$ cat src/rtl/fx_divider.sv
// rtl/fx_divider.sv - radix-2 restoring divider for rounded reciprocal and scaled 16/8 quotients
module fx_divider (
    input  logic        clk,
    input  logic        reset,
    input  logic        start,
    input  logic        mode,
    input  logic [15:0] opa,
    input  logic [15:0] opb,
    output logic        busy,
    output logic        done,
    output logic [23:0] result,
    output logic        div_zero
);

    typedef enum logic [2:0] {
        S_IDLE,
        S_RUN,
        S_ROUND,
        S_ZERO,
        S_DONE
    } state_t;

    state_t      r_state;
    state_t      w_next;
    logic [5:0]  r_cnt;
    logic [63:0] r_q;
    logic [16:0] r_rem;
    logic [15:0] r_d;
    logic        r_mode;
    logic [23:0] r_result;
    logic        r_div_zero;

    logic [15:0] w_d_in;
    logic [17:0] w_shift;
    logic        w_ge;
    logic [16:0] w_diff;
    logic [15:0] w_round_m0;
    logic [23:0] w_round_m1;

    assign w_d_in = mode ? {8'h00, opb[7:0]} : opb;

    // Remainder stays below the divisor, so the shifted value fits in 17 bits and
    // the difference taken modulo 2^17 is exact whenever the trial succeeds.
    assign w_shift = {r_rem, r_q[63]};
    assign w_ge    = (w_shift >= {2'b00, r_d});
    assign w_diff  = w_shift[16:0] - {1'b0, r_d};

    assign w_round_m0 = r_q[63:48] + {15'd0, r_q[47]};
    assign w_round_m1 = r_q[63:40] + {23'd0, r_q[39]};

    always_comb begin
        w_next = r_state;
        case (r_state)
            S_IDLE:  if (start) w_next = (w_d_in == 16'd0) ? S_ZERO : S_RUN;
            S_RUN:   if (r_cnt == 6'd63) w_next = S_ROUND;
            S_ROUND: w_next = S_DONE;
            S_ZERO:  w_next = S_DONE;
            S_DONE:  w_next = S_IDLE;
            default: w_next = S_IDLE;
        endcase
    end

    always_ff @(posedge clk) begin
        if (reset) r_state <= S_IDLE;
        else       r_state <= w_next;
    end

    always_ff @(posedge clk) begin
        if (reset) begin
            r_cnt      <= 6'd0;
            r_q        <= 64'd0;
            r_rem      <= 17'd0;
            r_d        <= 16'd0;
            r_mode     <= 1'b0;
            r_result   <= 24'h000000;
            r_div_zero <= 1'b0;
        end else begin
            case (r_state)
                S_IDLE: begin
                    if (start) begin
                        r_mode <= mode;
                        r_d    <= w_d_in;
                        r_q    <= mode ? {opa, 48'd0} : 64'h8000_0000_0000_0000;
                        r_rem  <= 17'd0;
                        r_cnt  <= 6'd0;
                    end
                end
                S_RUN: begin
                    r_q   <= {r_q[62:0], w_ge};
                    r_rem <= w_ge ? w_diff : w_shift[16:0];
                    r_cnt <= r_cnt + 6'd1;
                end
                S_ROUND: begin
                    r_result   <= r_mode ? w_round_m1 : {8'h00, w_round_m0};
                    r_div_zero <= 1'b0;
                end
                S_ZERO: begin
                    r_result   <= r_mode ? 24'hFFFFFF : 24'h00FFFF;
                    r_div_zero <= 1'b1;
                end
                default: ;
            endcase
        end
    end

    assign busy     = (r_state != S_IDLE);
    assign done     = (r_state == S_DONE);
    assign result   = r_result;
    assign div_zero = r_div_zero;

endmodule

$ cat config.mk
export PLATFORM = sky130hd
export DESIGN_NAME = fx_divider
export DESIGN_NICKNAME = d
export VERILOG_FILES = /design/src/rtl/fx_divider.sv
export SDC_FILE = /design/constraint.sdc
export NUM_CORES = 1
export LEC_CHECK = 0
export CAP_MARGIN = 15
export CORE_UTILIZATION = 52
export DETAILED_ROUTE_END_ITERATION = 7
export HOLD_SLACK_MARGIN = 0.05
export PLACE_DENSITY = 0.74
export SKIP_LAST_GASP = 1
export SYNTH_ARGS = -nofsm -noshare
export SYNTH_HDL_FRONTEND = slang
export SYNTH_SLANG_ARGS = --single-unit
$ cat constraint.sdc
create_clock -name clk -period 4.3 [get_ports clk]
set_input_delay 1.29 -clock clk [delete_from_list [all_inputs] [get_ports clk]]
set_output_delay 1.29 -clock clk [all_outputs]
set_load 0.01 [all_outputs]
## Yosys cells after proc, flatten, opt, wreduce, memory -nomap -nowiden

Index checks and enable logic that the tools add are counted.

- $add $sub $neg: 4
- Magnitude comparators: 1
- Eq/ne operators: 7
- Mux-type cells: 17
- Reduce and logical (&&, ||, !) cells: 9

Operators by type and width:

| cell | number |
|---|---|
| $mux 64 | 2 |
| $pmux 64 s2 | 1 |
| $mux 24 | 2 |
| $pmux 24 s2 | 1 |
| $mux 17 | 2 |
| $pmux 17 s2 | 1 |
| $add 24x1->24 | 1 |
| $ge 18x16->1 | 1 |
| $sub 17x16->17 | 1 |
| $add 16x1->16 | 1 |
| $logic_not 16->1 | 1 |
| $mux 16 | 1 |
| $pmux 6 s2 | 1 |
| $pmux 3 s3 | 1 |
| $add 6x1->6 const B | 1 |
| $eq 3x2->1 const B | 2 |
| $eq 6x6->1 const B | 1 |
| $mux 3 | 2 |
| $mux 6 | 1 |
| $reduce_and 2->1 | 3 |
| $ne 2x2->1 const B | 2 |
| $reduce_bool 2->1 | 2 |
| $eq 3x1->1 const B | 1 |
| $eq 3x3->1 const B | 1 |
| other kinds (5) | 5 |

- Register bits after elaboration: 132
- Input bits: 36
- Output and inout bits: 27

## Depth between registers and ports, before layout

- Depth after elaboration: 5
- Depth in mapped cells: 12
- Mapped depth without buffers: 10

## Least setup slack after synthesis

No wires, ideal clock.

- Kind: flip-flop to flip-flop
- Start: reg r_q[63]
- End: reg r_rem[16]
- Data arrival time: 2.455 ns
- Required time: 4.240 ns
- Path slack: 1.786 ns
- Stages on the path, launching flop included: 12
- Clock period less this slack: 2.514 ns
- Path through: dfxtp_1 inv_1 ha_1 fa_1 nor2b_1 o2111ai_1 a21oi_1 o21ai_2 and2_1 buf_6 or4_1 nand2_1

- Longest elaborated chain between the ends: 3
- Elaborated cells between the ends (all ways): 4
- Classes of those cells: add/sub: 1; order compare: 1; mux: 2

RTL lines:

| element | line | RTL |
|---|---|---|
| from (decl) | 26 | `logic [63:0] r_q;` |
| from (signal assigned) | 83 | `r_q <= mode ? {opa, 48'd0} : 64'h8000_0000_0000_0000;` |
| from (signal assigned) | 89 | `r_q <= {r_q[62:0], w_ge};` |
| $sub 17x16->17 / $ge 18x16->1 (equally long branches) | 46, 45 |  |
| $mux 17 (*) | 90 | `r_rem <= w_ge ? w_diff : w_shift[16:0];` |
| $pmux 17 s2 (*) | 78 | `case (r_state)` |
| to (signal assigned) | 90 |  |
| to (decl) | 27 | `logic [16:0] r_rem;` |

Mark *: on every way between the ends. The rest lies on a longest branch, timed or not.
A chain may end at the register's enable or synchronous reset.

## Final worst setup path

- Start: reg r_state[0]
- End: out busy

- Longest elaborated chain between the ends: 1

RTL lines:

| element | line | RTL |
|---|---|---|
| from (decl) | 23 | `state_t r_state;` |
| from (signal assigned) | 65 | `else r_state <= w_next;` |
| $reduce_bool 3->1 | 106 | `assign busy = (r_state != S_IDLE);` |
| to (decl) | 9 | `output logic busy,` |

No other way between the ends.

==> metrics.md <==
| Metric | Value |
|---|---|
| Outcome | `finished, final reports clean` |
| Setup TNS Final | `0 ns` |
| Ys async rst share | `0%` |
| Crit path kind | `flip-flop to output pin` |
| Setup crit end kind | `output pin` |
| Post-layout nets | `918` |
| Global Route Usage Sum | `25.86%` |
| Total grt overflow | `0` |
| Netlist cell types | `56` |
| Yosys top cell by area | `dfxtp_1` |
| TritonCTS clock tree | `built` |
| Syn Area/Cell | `7.922 um2` |
| Endpoints failing setup | `0` |
| Top Ports | `63` |
| Final core occ | `64.74%` |
| IO Port Bufs | `62` |
| Placer congestion estimate | `0.8926` |
| Share of layout cells above drive strength 1 | `5.842%` |
| RSZ-0062 raised after global routing | `no` |
| CTS Buf Count | `17` |
| CORE AREA | `12210 um2` |
| Top cell type's share of synthesized area | `39.90%` |
| Synth cell count leaders | `132 x dfxtp_1, 119 x nor2_1, 100 x nand2_1` |
| PostCTS Resize Cnt | `0` |
| Row cnt | `40` |
| Startpoint types | `flip-flop` |
| Root Driver | `clkbuf_16` |
| Final hold slack | `0.4514 ns` |
| Mapped Cells | `836` |
| CTS sink cnt | `132` |
| Worst endpoint required time | `3.01 ns` |
| TritonRoute pass-1 iters | `5` |
| # fillers | `1061` |
| Slew HR | `24.55%` |
| Final Hold Vio Count | `0` |
| Worst EP arrival | `2.26 ns` |
| Avg Vias per Cell | `5.890` |
| Die width | `114.9 um` |
| DR WL/cell | `15.56 um` |
| Placement-stage cell area | `7267 um2` |
| Effective utilization at floorplan | `54.23%` |
| First-pass GRT wire length | `26.91 mm` |
| Total vias in the final route | `6131` |
| DRC viols | `0` |
| Mapped cell area | `6623 um2` |
| Sequential share of the synthesized area | `39.90%` |
| Worst Hold Class | `flip-flop to flip-flop` |
| Leak | `2.853 nW` |
| Synth warnings | `0` |
| Max Freq | `281.4 MHz` |
| Post-layout min period | `3.553 ns` |
| Synthesis-to-finish area growth | `19.38%` |
| Final Skew | `0.005380 ns` |
| Crit Path Max Fanout | `19` |
| Final ANT Viol Nets | `0` |
| Reg2Reg Setup Slack | `1.16 ns` |
| Fin area | `7906 um2` |
| Most numerous cell in the Yosys netlist | `dfxtp_1` |
| Clock latency on the worst-skew pair | `0.42 ns` |
| Worst-path clk slew | `0.06 ns` |
| Final slew viol count | `0` |
| Post-CTS Hold Buffers | `0` |
| Power density over the cells | `585.8 nW/um2` |
| Flip-flop and latch count after synthesis | `132` |
| DR iter-0 viols | `502` |
| Post-synth top flop | `dfxtp_1` |
| Vias in the first global route | `5678` |
| Die height | `114.9 um` |
| Final WL | `16.20 mm` |
| Max-Cap Viols | `0` |
| Final worst path period share | `82.63%` |
| VDD IR max | `0.3339 mV` |
| Syn nets | `894` |
| Diodes inserted | `0` |
| EDFF count, synth | `0` |
| Initial antenna violation count | `0` |
| Die Area | `13190 um2` |
| Largest net degree at the start of global routing | `85` |
| Dpl hpwl | `11.25 mm` |
| Setup bufs post-CTS | `0` |
| CTS H-tree depth | `4` |
| CTS Buffer Depth | `2` |
| Worst Max-Slew Pin Slew | `1.128 ns` |
| Top cells by area, synth | `dfxtp_1 40%, nor2_1 6.7%, nand2_1 5.7%, a22oi_1 5.4%, a21oi_1 4.3%` |
==> state kept, by name, summed over array words and instances, names as in the netlist <==
register  count
r_d          16
div_zero      1
r_cnt         6
r_rem        17
r_state       3
r_mode        1
r_q          64
result       24
==> area by class of cell <==
type | count | area, um2 | area share [%]
Timing Repair Buffer | 73 | 700.7 | 8.862
Tap cell | 168 | 210.2 | 2.659
Sequential cell | 132 | 2643 | 33.42
Clock inverter | 14 | 200.2 | 2.532
Multi-Input combinational cell | 612 | 3623 | 45.83
Clock buffer | 18 | 439.2 | 5.555
Inverter | 24 | 90.09 | 1.139
==> report_power, final <==
group	switching [mW]	internal [mW]
registers	0.103	1.31
logic	1.06	0.620
clock network	0.551	0.992
total	1.71	2.92
==> worst max-delay path: stages, from the launching register on <==
cell	delay, ns
dfxtp_1	0.54
nor3_1	0.62
inv_1	0.17
clkdlybuf4s50_1	0.52
==> per-stage QoR <==
stage | instances | total power [mW] | setup WS [ns]
3_5_place_dp | 1009 | 3.082 | 0.9779
2_1_floorplan | 836 | 2.729 | 1.786
5_1_grt | 1041 | 4.921 | 0.6876
3_3_place_gp | 1009 | 3.034 | 1.040
4_1_cts | 1041 | 4.634 | 0.7884
6_report | 1041 | 4.631 | 0.7467
==> final timing paths <==
check | from | endpoint | cells past startpoint
setup / recovery | r_state[0] | busy | 3
hold / removal | result[17] | result[17] | 2
setup reg to reg | r_q[63] | r_rem[16] | 10
hold reg to reg | result[17] | result[17] | 2
==> metal layers <==
metal  up-vias  part of all wire [%]  global-route usage [%]
met5         -                     0                       0
met4         0                   2.0                   9.957
met3        29                   6.5                   6.642
met2       213                    48                   42.45
met1      2882                    44                   32.63
li1       3007                     -                       -
==> cells by family after synthesis <==
logic type / count (synthesis) / share of synthesized area (%)
simple gates: 331 / 22.60
compound gates: 210 / 21.12
flops: 132 / 39.90
buf+inv: 92 / 5.554
xor+xnor: 45 / 5.951
fa+ha+maj: 22 / 4.270
mux: 4 / 0.6046
==> cell usage in the layout (no fill, tap or decap), drive strengths merged, types with 4 or more instances in the layout <==
master / n
nand3b: 9
ha: 21
a31oi: 6
nor4: 5
inv: 28
nand4: 10
o31ai: 6
bufinv: 4
nor2: 119
dfxtp: 132
a32oi: 6
o22ai: 4
a21oi: 57
nand2: 100
and4: 4
and3: 4
nand3: 42
nor3: 12
xor2: 15
clkdlybuf4s50: 61
a22oi: 48
buf: 12
clkbuf: 18
a311oi: 18
xnor2: 30
a211oi: 7
o21ai: 32
o211ai: 7
and2: 4
o21a: 4
nand2b: 7
nor2b: 5
mux2i: 4
(Power assumes the default switching activity.)
